$ cat src/rtl/usbf_dma_arb_if.sv
// usbf_dma_arb_if: endpoint request/ack and DMA master word handshake bundle
interface usbf_dma_arb_if #(
   parameter int NUM_EP = 16,
   parameter int EP_W = 4
);
   logic arb_en;
   logic [NUM_EP-1:0] ep_dma_req;
   logic [NUM_EP-1:0] ep_dma_ack;
   logic mst_req;
   logic [EP_W-1:0] mst_ep;
   logic mst_ack;
   logic arb_busy;
   logic [7:0] burst_cnt;
   modport master (
      input arb_en, ep_dma_req, mst_ack,
      output ep_dma_ack, mst_req, mst_ep, arb_busy, burst_cnt
   );
   modport slave (
      output arb_en, ep_dma_req, mst_ack,
      input ep_dma_ack, mst_req, mst_ep, arb_busy, burst_cnt
   );
endinterface

$ cat src/rtl/usbf_dma_arb.sv
// usbf_dma_arb: round-robin arbiter granting endpoint DMA word requests to one master
module usbf_dma_arb #(
   parameter int NUM_EP = 16,
   parameter int EP_W = 4,
   parameter int BURST_MAX = 8,
   parameter int SETTLE_CYC = 2
) (
   input logic clk,
   input logic rst,
   usbf_dma_arb_if.master bus
);
   typedef enum logic [1:0] {IDLE, XFER, SETTLE} state_t;
   state_t state, state_n;
   logic [EP_W-1:0] grant, grant_n, last, last_n, pick, idx;
   logic [7:0] burst, burst_n;
   logic [3:0] settle, settle_n;
   logic [NUM_EP-1:0] ack, ack_n;
   // descending scan so the nearest requester above last wins
   always_comb begin
      pick = last;
      idx = last;
      for (int i = NUM_EP; i >= 1; i--) begin
         idx = EP_W'((int'(last) + i) % NUM_EP);
         if (bus.ep_dma_req[idx]) pick = idx;
      end
   end
   always_ff @(posedge clk) begin
      if (rst) begin
         state <= IDLE;
         grant <= '0;
         last <= EP_W'(NUM_EP - 1);
         burst <= '0;
         settle <= '0;
         ack <= '0;
      end else begin
         state <= state_n;
         grant <= grant_n;
         last <= last_n;
         burst <= burst_n;
         settle <= settle_n;
         ack <= ack_n;
      end
   end
   always_comb begin
      state_n = state;
      grant_n = grant;
      last_n = last;
      burst_n = burst;
      settle_n = settle;
      ack_n = '0;
      case (state)
         IDLE:
            if (bus.arb_en && |bus.ep_dma_req) begin
               grant_n = pick;
               state_n = XFER;
            end
         XFER:
            if (bus.mst_ack) begin
               ack_n[grant] = 1'b1;
               burst_n = burst + 8'd1;
               settle_n = 4'(SETTLE_CYC - 1);
               state_n = SETTLE;
            end else if (!bus.ep_dma_req[grant]) begin
               last_n = grant;
               burst_n = '0;
               state_n = IDLE;
            end
         SETTLE:
            if (settle != 4'd0) settle_n = settle - 4'd1;
            else if (bus.arb_en && bus.ep_dma_req[grant] && burst != 8'(BURST_MAX)) state_n = XFER;
            else begin
               last_n = grant;
               burst_n = '0;
               state_n = IDLE;
            end
         default: state_n = IDLE;
      endcase
   end
   always_comb begin
      bus.mst_req = state == XFER;
      bus.mst_ep = grant;
      bus.arb_busy = state != IDLE;
      bus.burst_cnt = burst;
      bus.ep_dma_ack = ack;
   end
endmodule
$ cat src/flat_wrapper.sv
// flat-port wrapper written by rule: the top's interface ports become plain ports
module usbf_dma_arb_flat 
#(
   parameter int NUM_EP = 16,
   parameter int EP_W = 4,
   parameter int BURST_MAX = 8,
   parameter int SETTLE_CYC = 2
)
  (clk, rst, bus_arb_en, bus_ep_dma_req, bus_mst_ack, bus_ep_dma_ack, bus_mst_req, bus_mst_ep, bus_arb_busy, bus_burst_cnt);
  usbf_dma_arb_if #(.NUM_EP(NUM_EP), .EP_W(EP_W)) bus_i ();
  input logic clk;
  input logic rst;
  input wire logic [$bits(bus_i.arb_en)-1:0] bus_arb_en;
  input wire logic [$bits(bus_i.ep_dma_req)-1:0] bus_ep_dma_req;
  input wire logic [$bits(bus_i.mst_ack)-1:0] bus_mst_ack;
  output wire logic [$bits(bus_i.ep_dma_ack)-1:0] bus_ep_dma_ack;
  output wire logic [$bits(bus_i.mst_req)-1:0] bus_mst_req;
  output wire logic [$bits(bus_i.mst_ep)-1:0] bus_mst_ep;
  output wire logic [$bits(bus_i.arb_busy)-1:0] bus_arb_busy;
  output wire logic [$bits(bus_i.burst_cnt)-1:0] bus_burst_cnt;
  assign bus_i.arb_en = bus_arb_en;
  assign bus_i.ep_dma_req = bus_ep_dma_req;
  assign bus_i.mst_ack = bus_mst_ack;
  assign bus_ep_dma_ack = bus_i.ep_dma_ack;
  assign bus_mst_req = bus_i.mst_req;
  assign bus_mst_ep = bus_i.mst_ep;
  assign bus_arb_busy = bus_i.arb_busy;
  assign bus_burst_cnt = bus_i.burst_cnt;
  usbf_dma_arb #(.NUM_EP(NUM_EP), .EP_W(EP_W), .BURST_MAX(BURST_MAX), .SETTLE_CYC(SETTLE_CYC)) u_core (.clk(clk), .rst(rst), .bus(bus_i));
endmodule
$ cat config.mk
export PLATFORM = sky130hd
export DESIGN_NAME = usbf_dma_arb_flat
export DESIGN_NICKNAME = d
export VERILOG_FILES = /design/src/rtl/usbf_dma_arb_if.sv /design/src/rtl/usbf_dma_arb.sv /design/src/flat_wrapper.sv
export SDC_FILE = /design/constraint.sdc
export NUM_CORES = 1
export LEC_CHECK = 0
export ABC_AREA = 1
export ABC_CLOCK_PERIOD_IN_PS = 6100
export CAP_MARGIN = 20
export CORE_MARGIN = 2
export CORE_UTILIZATION = 46
export CTS_CLUSTER_DIAMETER = 50
export CTS_CLUSTER_SIZE = 10
export DETAILED_ROUTE_END_ITERATION = 8
export HOLD_SLACK_MARGIN = 0.03
export PLACE_DENSITY = 0.7
export SETUP_SLACK_MARGIN = 0.1
export SLEW_MARGIN = 20
export SYNTH_ARGS = -nofsm -noshare
export SYNTH_HDL_FRONTEND = slang
export SYNTH_SLANG_ARGS = --single-unit
$ cat constraint.sdc
create_clock -name clk -period 6.1 [get_ports clk]
set_clock_uncertainty 0.2 [all_clocks]
set_input_delay 1.22 -clock clk [delete_from_list [all_inputs] [get_ports clk]]
set_output_delay 1.22 -clock clk [all_outputs]
set_load 0.01 [all_outputs]
Word level (Yosys, flattened, before mapping)
Cells that the tools add are included.
{"block": "op_classes", "n_addsub": 18, "n_lt_le_gt_ge": 18, "n_eq_ne": 11, "n_mux": 71, "n_bitwise": 2, "reduce_logical": 15}
{"cell": "4-bit two-way mux", "count": 22}
{"cell": "4-bit by 5-bit less-than comparator with 1-bit output, second input constant", "count": 17}
{"cell": "1-bit binary-select mux with 4-bit select", "count": 17}
{"cell": "4-bit adder, second input constant", "count": 8}
{"cell": "8-bit two-way mux", "count": 4}
{"cell": "1-bit two-way mux", "count": 19}
{"cell": "4-bit by 3-bit adder with 4-bit output, second input constant", "count": 4}
{"cell": "4-bit one-hot mux with 2 select lines", "count": 2}
{"cell": "8-bit one-hot mux with 2 select lines", "count": 1}
{"cell": "16-bit OR reduction", "count": 1}
{"cell": "2-bit inequality test, second input constant", "count": 5}
{"cell": "4-bit by 1-bit adder with 4-bit output, second input constant", "count": 2}
{"cell": "4-bit by 2-bit adder with 4-bit output, second input constant", "count": 2}
{"cell": "8-bit by 1-bit adder with 8-bit output, second input constant", "count": 1}
{"cell": "2-bit two-way mux", "count": 4}
{"cell": "8-bit by 4-bit inequality test with 1-bit output, second input constant", "count": 1}
{"cell": "2-bit one-hot mux with 3 select lines", "count": 1}
{"cell": "3-bit AND reduction", "count": 2}
{"cell": "5-bit AND reduction", "count": 1}
{"cell": "1-bit demux with 4-bit select", "count": 1}
{"cell": "4-bit by 1-bit >= comparator with 1-bit output, second input constant", "count": 1}
{"cell": "1-bit logical AND", "count": 4}
{"cell": "2-bit by 1-bit inequality test with 1-bit output, second input constant", "count": 2}
{"cell": "4-bit AND reduction", "count": 1}
{"cell": "other kinds (10)", "count": 12}
{"block": "totals", "reg_bits": 38, "in_bits": 20, "output_inout_bits": 30, "wordCells": 141}

Logic depth before layout (Yosys ltp)
{"block": "depth", "depth_word": 19, "depth_mapped": 27, "depth_no_buf": 26}

Worst setup path after synthesis
No wires, ideal clock.
{"block": "synth_path", "kind": "input-to-reg", "from": "input port bus_ep_dma_req[4]", "to": "register u_core.burst[6] (netlist: u_core.bus.burst_cnt[6])", "setup_time_ns": 0.120, "arrival_ns": 2.610, "required_time_ns": 5.780, "setup_slack_ns": 3.170, "stages": 11, "path_buffers": 0, "path_cell_list": "a22oi_1 > nand3_1 > a22o_1 > nor2_1 > nor3_1 > nor2_2 > nand3_2 > o21ai_1 > inv_1 > o21ai_0 > a21oi_1"}
{"block": "synth_via", "elab_chain_len": 6, "elab_cells_between_ends": 7, "classes_between": "eq/ne (2); mux (2); reduce/logical (3)"}
{"element": "start, declared", "line_no": "flat_wrapper.sv:14", "text": "input wire logic [$bits(bus_i.ep_dma_req)-1:0] bus_ep_dma_req;"}
{"element": "1-bit binary-select mux with 4-bit select *", "line_no": "usbf_dma_arb.sv:63, usbf_dma_arb.sv:70"}
{"element": "1-bit two-way mux (implied by the code) *", "line_no": "usbf_dma_arb.sv:63, usbf_dma_arb.sv:70"}
{"element": "1-bit logical AND (2 in series)", "line_no": "usbf_dma_arb.sv:70", "text": "else if (bus.arb_en && bus.ep_dma_req[grant] && burst != 8'(BURST_MAX)) state_n = XFER;"}
{"element": "2-bit inequality test (no line)"}
{"element": "4-bit AND reduction (no line) *"}
{"element": "end signal, assigned", "line_no": "usbf_dma_arb.sv:39", "text": "burst <= burst_n;"}
{"element": "end, declared", "line_no": "usbf_dma_arb.sv:15", "text": "logic [7:0] burst, burst_n;"}
Every way passes the cells marked *; elsewhere a longest branch is shown, timed or not. The select of a mux whose other input is x is not followed.
A chain may end at the register's enable or synchronous reset.

Worst setup path after layout
{"block": "layout_path", "from": "register u_core.last[1]", "to": "register u_core.grant[3] (netlist: u_core.bus.mst_ep[3])"}
{"block": "layout_via", "elab_chain_len": 19, "elab_cells_between_ends": 64, "classes_between": "add/sub (16); mux (48)"}
{"element": "start, declared", "line_no": "usbf_dma_arb.sv:14", "text": "logic [EP_W-1:0] grant, grant_n, last, last_n, pick, idx;"}
{"element": "start signal, assigned", "line_no": "usbf_dma_arb.sv:31", "text": "last <= EP_W'(NUM_EP - 1);"}
{"element": "start signal, assigned", "line_no": "usbf_dma_arb.sv:38", "text": "last <= last_n;"}
{"element": "4-bit by 1-bit adder with 4-bit output", "line_no": "usbf_dma_arb.sv:23", "text": "idx = EP_W'((int'(last) + i) % NUM_EP);"}
{"element": "1-bit binary-select mux with 4-bit select", "line_no": "usbf_dma_arb.sv:24", "text": "if (bus.ep_dma_req[idx]) pick = idx;"}
{"element": "1-bit two-way mux (implied by the code)", "line_no": "usbf_dma_arb.sv:24"}
{"element": "4-bit two-way mux (15 in series)", "line_no": "usbf_dma_arb.sv:24"}
{"element": "4-bit two-way mux *", "line_no": "usbf_dma_arb.sv:24"}
{"element": "end signal, assigned", "line_no": "usbf_dma_arb.sv:37", "text": "grant <= grant_n;"}
{"element": "end, declared", "line_no": "usbf_dma_arb.sv:14"}
Marks and branches as above.

==> run summary <==
Syn Inst Count - 551
Clock Tree Root - clkbuf_8
Max Clock Freq - 262 MHz
WL met1 - 4460 um
Die Span Y - 88.5 um
Num CTS Buffers - 5
max_slew headroom - 49.0%
largest buffer count on any clock path - 2
post-cts gate resize count - 0
leakage power - 1.86 nW
vias in the first global route - 3238
post-synthesis cell area - 3280 sq um
Tot Pwr - 2.57 mW
Post-Syn Area per Cell - 5.96 sq um
initial antenna violation count - 0
pwr/cell area - 659 nW/um^2
number of post-CTS setup repair buffers - 0
max-slew violation count - 0
starting density of the core - 47.8%
number of flops mapped to enable cells by yosys - 0
YS warnings - 0
critical path required time - 6080 ps
Synth Area in Compound Gates - 16.1%
via density per instance - 5.36
Worst Setup Start Kind - flop
wire per inst - 13.9 um
Critical Path AT - 3790 ps
drt pass-1 iters - 5
Die X - 88.5 um
mux cell area share after synthesis - 0%
full die area - 7830 sq um
I/O Buffers - 49
main combinational cell family by area after synthesis - simple AND/OR/NAND/NOR gates
first-pass GRT wire length - 15300 um
H-tree depth - 2
Most used DFF post-synth - dfxtp_1
dpl hpwl - 7430 um
Final nets - 631
FF+latch area - 761 sq um
Fin. Hold Viols - 0
crit path capture type - flop
Clock transition at path regs - 80 ps
fillers - 702
top sig layer - met4
worst setup path category - flop to flop
Layout area overhead - 18.7%
CP max FO - 17
Syn Nets - 586
hold path depth - 2
post-synth cell types - 37
RSZ-0062 raised after global routing - false
final WL - 9630 um
met3 routed WL - 822 um
# IOs - 50
period utilisation layout - 62.5%
reg2reg path depth - 20
max-cap violations - 0
final global-route overflow total - 0
placed cells - 685
Yosys reg bits - 38
ant diodes - 0
TNS Setup - 0 ps
Layout Cells excl Fill - 693
worst slew pin tran - 757 ps
outcome - complete, no violations
pin count of the biggest net entering global routing - 24
DRT antenna net count - 0
Via Count - 3716
Hold/Removal Path Class - flop to flop
footprint of the multi-input gates - 2140 sq um
CTS Hold Bufs - 0
CTS tree - built
layout cells sized above 1 - 5.19%
routability cong. - 1.03
initial drt markers - 248
Async S/R FF share, synth - 0%
Placeable Area - 6870 sq um
met2 wire length - 4250 um
min Tclk post-route - 3810 ps
Final setup viols - 0
maximum vdd drop - 0.249 mV
Post-Synth Adder-Cell Area - 5.72%
CTS sink cnt - 38
Clk Latency, worst-skew pair - 290 ps
final core utilization - 56.7%
# rows - 30
internal reg-to-reg setup slack - 2290 ps
area share of and/or/nand/nor cells after synthesis - 41.3%
XOR/XNOR Fraction of Synth Area - 2.17%
sequential share of the synthesized area - 23.2%
Residual DRC - 0
GRT Total Usage - 24.8%
[registers in the layout, summed over array words and instances, names as in the netlist]
signal and cells:
u_core.bus.mst_ep 4, u_core.last 4, u_core.settle 4, u_core.bus.ep_dma_ack 16, u_core.bus.burst_cnt 8, u_core.state 2
[cell type report]
cell class	instances	area share, %
clock buffer	5	1.77
clock inverter	3	1.03
inverter	69	6.65
multi-input combinational	431	55.0
sequential	38	19.5
tap	96	3.08
timing repair buffer	51	13.0
[layer usage]
| metal | vias to the layer above | global-route usage (%) |
|---|---|---|
| met4 | 0 | 4.41 |
| met2 | 156 | 40.4 |
| met1 | 1661 | 34.3 |
| met5 | - | 0 |
| met3 | 10 | 5.32 |
| li1 | 1889 | - |
[cell usage after synthesis (all sizes together) (6+ instances only)]
library cell / count / area share (%)
nand3: 70 / 11
clkbuf: 6 / 2.3
nor2: 52 / 6.1
nor3: 7 / 1.4
buf: 7 / 1.3
nand2: 178 / 21
inv: 69 / 7.9
a21oi: 46 / 7.2
ha: 15 / 5.7
dfxtp: 38 / 23
o21ai: 23 / 3.6
[logic make-up (layout without fill, tap and decap cells)]
family,Yosys count,after routing
AO/OA/AOI/OAI,92,92
XOR/XNOR,6,6
adder cells (fa/ha/maj),15,15
buffers and inverters,82,128
flip-flops,38,38
AND/OR/NAND/NOR,318,318
[through the flow]
stage | hold WS, ps | setup slack [ps] | cell area (sq um)
2_1_floorplan | 231 | 3170 | 3280
3_3_place_gp | 248 | 2270 | 3790
3_5_place_dp | 272 | 2250 | 3790
4_1_cts | 288 | 2370 | 3900
5_1_grt | 318 | 1920 | 3900
6_report | 309 | 2290 | 3900
[placed cells by master (no fill, tap or decap)]
| cell type | netlist | routed |
|---|---|---|
| o211ai_1 | 4 | 4 |
| o21ai_2 | 1 | 1 |
| nand3_1 | 68 | 68 |
| nand4_1 | 4 | 4 |
| nand2_1 | 173 | 173 |
| nand3_2 | 2 | 2 |
| a22o_1 | 2 | 2 |
| inv_1 | 64 | 64 |
| a21oi_2 | 2 | 2 |
| xor2_1 | 4 | 4 |
| dfxtp_1 | 38 | 38 |
| clkdlybuf4s50_1 | 0 | 49 |
| nor3_1 | 5 | 5 |
| or2_2 | 1 | 1 |
| nand2_2 | 5 | 5 |
| o21ai_0 | 15 | 15 |
| inv_2 | 5 | 5 |
| a211oi_1 | 1 | 1 |
| o21bai_1 | 3 | 3 |
| a22oi_1 | 4 | 4 |
| nor4_1 | 5 | 5 |
| nor2_1 | 50 | 50 |
| nor3b_1 | 1 | 1 |
| buf_4 | 1 | 2 |
| a32o_1 | 1 | 1 |
| nor2_2 | 2 | 2 |
| clkbuf_8 | 5 | 5 |
| o21ai_1 | 7 | 7 |
| nor3_2 | 2 | 2 |
| a21oi_1 | 44 | 44 |
| xnor2_1 | 1 | 1 |
| xor2_4 | 1 | 1 |
| clkinv_2 | 0 | 2 |
| ha_1 | 15 | 15 |
| bufinv_16 | 0 | 1 |
| o21a_1 | 3 | 3 |
| a31oi_1 | 5 | 5 |
[report_power, final]
group / internal [mW] / total (mW) / switching, mW
clock network: 0.120 / 0.208 / 0.0882
registers: 0.286 / 0.350 / 0.0645
logic: 0.670 / 2.01 / 1.34
total: 1.08 / 2.57 / 1.49
[final timing paths]
| check | from | to |
|---|---|---|
| min | u_core.bus.burst_cnt[0] | u_core.bus.burst_cnt[0] |
| max | u_core.last[1] | u_core.bus.mst_ep[3] |
| max reg2reg | u_core.last[1] | u_core.bus.mst_ep[3] |
| min reg2reg | u_core.bus.burst_cnt[0] | u_core.bus.burst_cnt[0] |
[critical path: stages, from the launching register on]
cell,delay (ps)
dfxtp_1,310
buf_4,210
inv_1,280
ha_1,690
inv_1,320
nand3_1,190
nand3_1,80
nand2_1,150
inv_1,50
o21ai_0,500
a21oi_1,90
nand2_1,100
nand2_1,50
nand2_1,50
nand2_1,50
nand2_1,50
nand2_1,60
nand2_1,80
nand2_1,50
nand2_1,60
a21oi_2,50
Power figures use the tool's default switching activity.
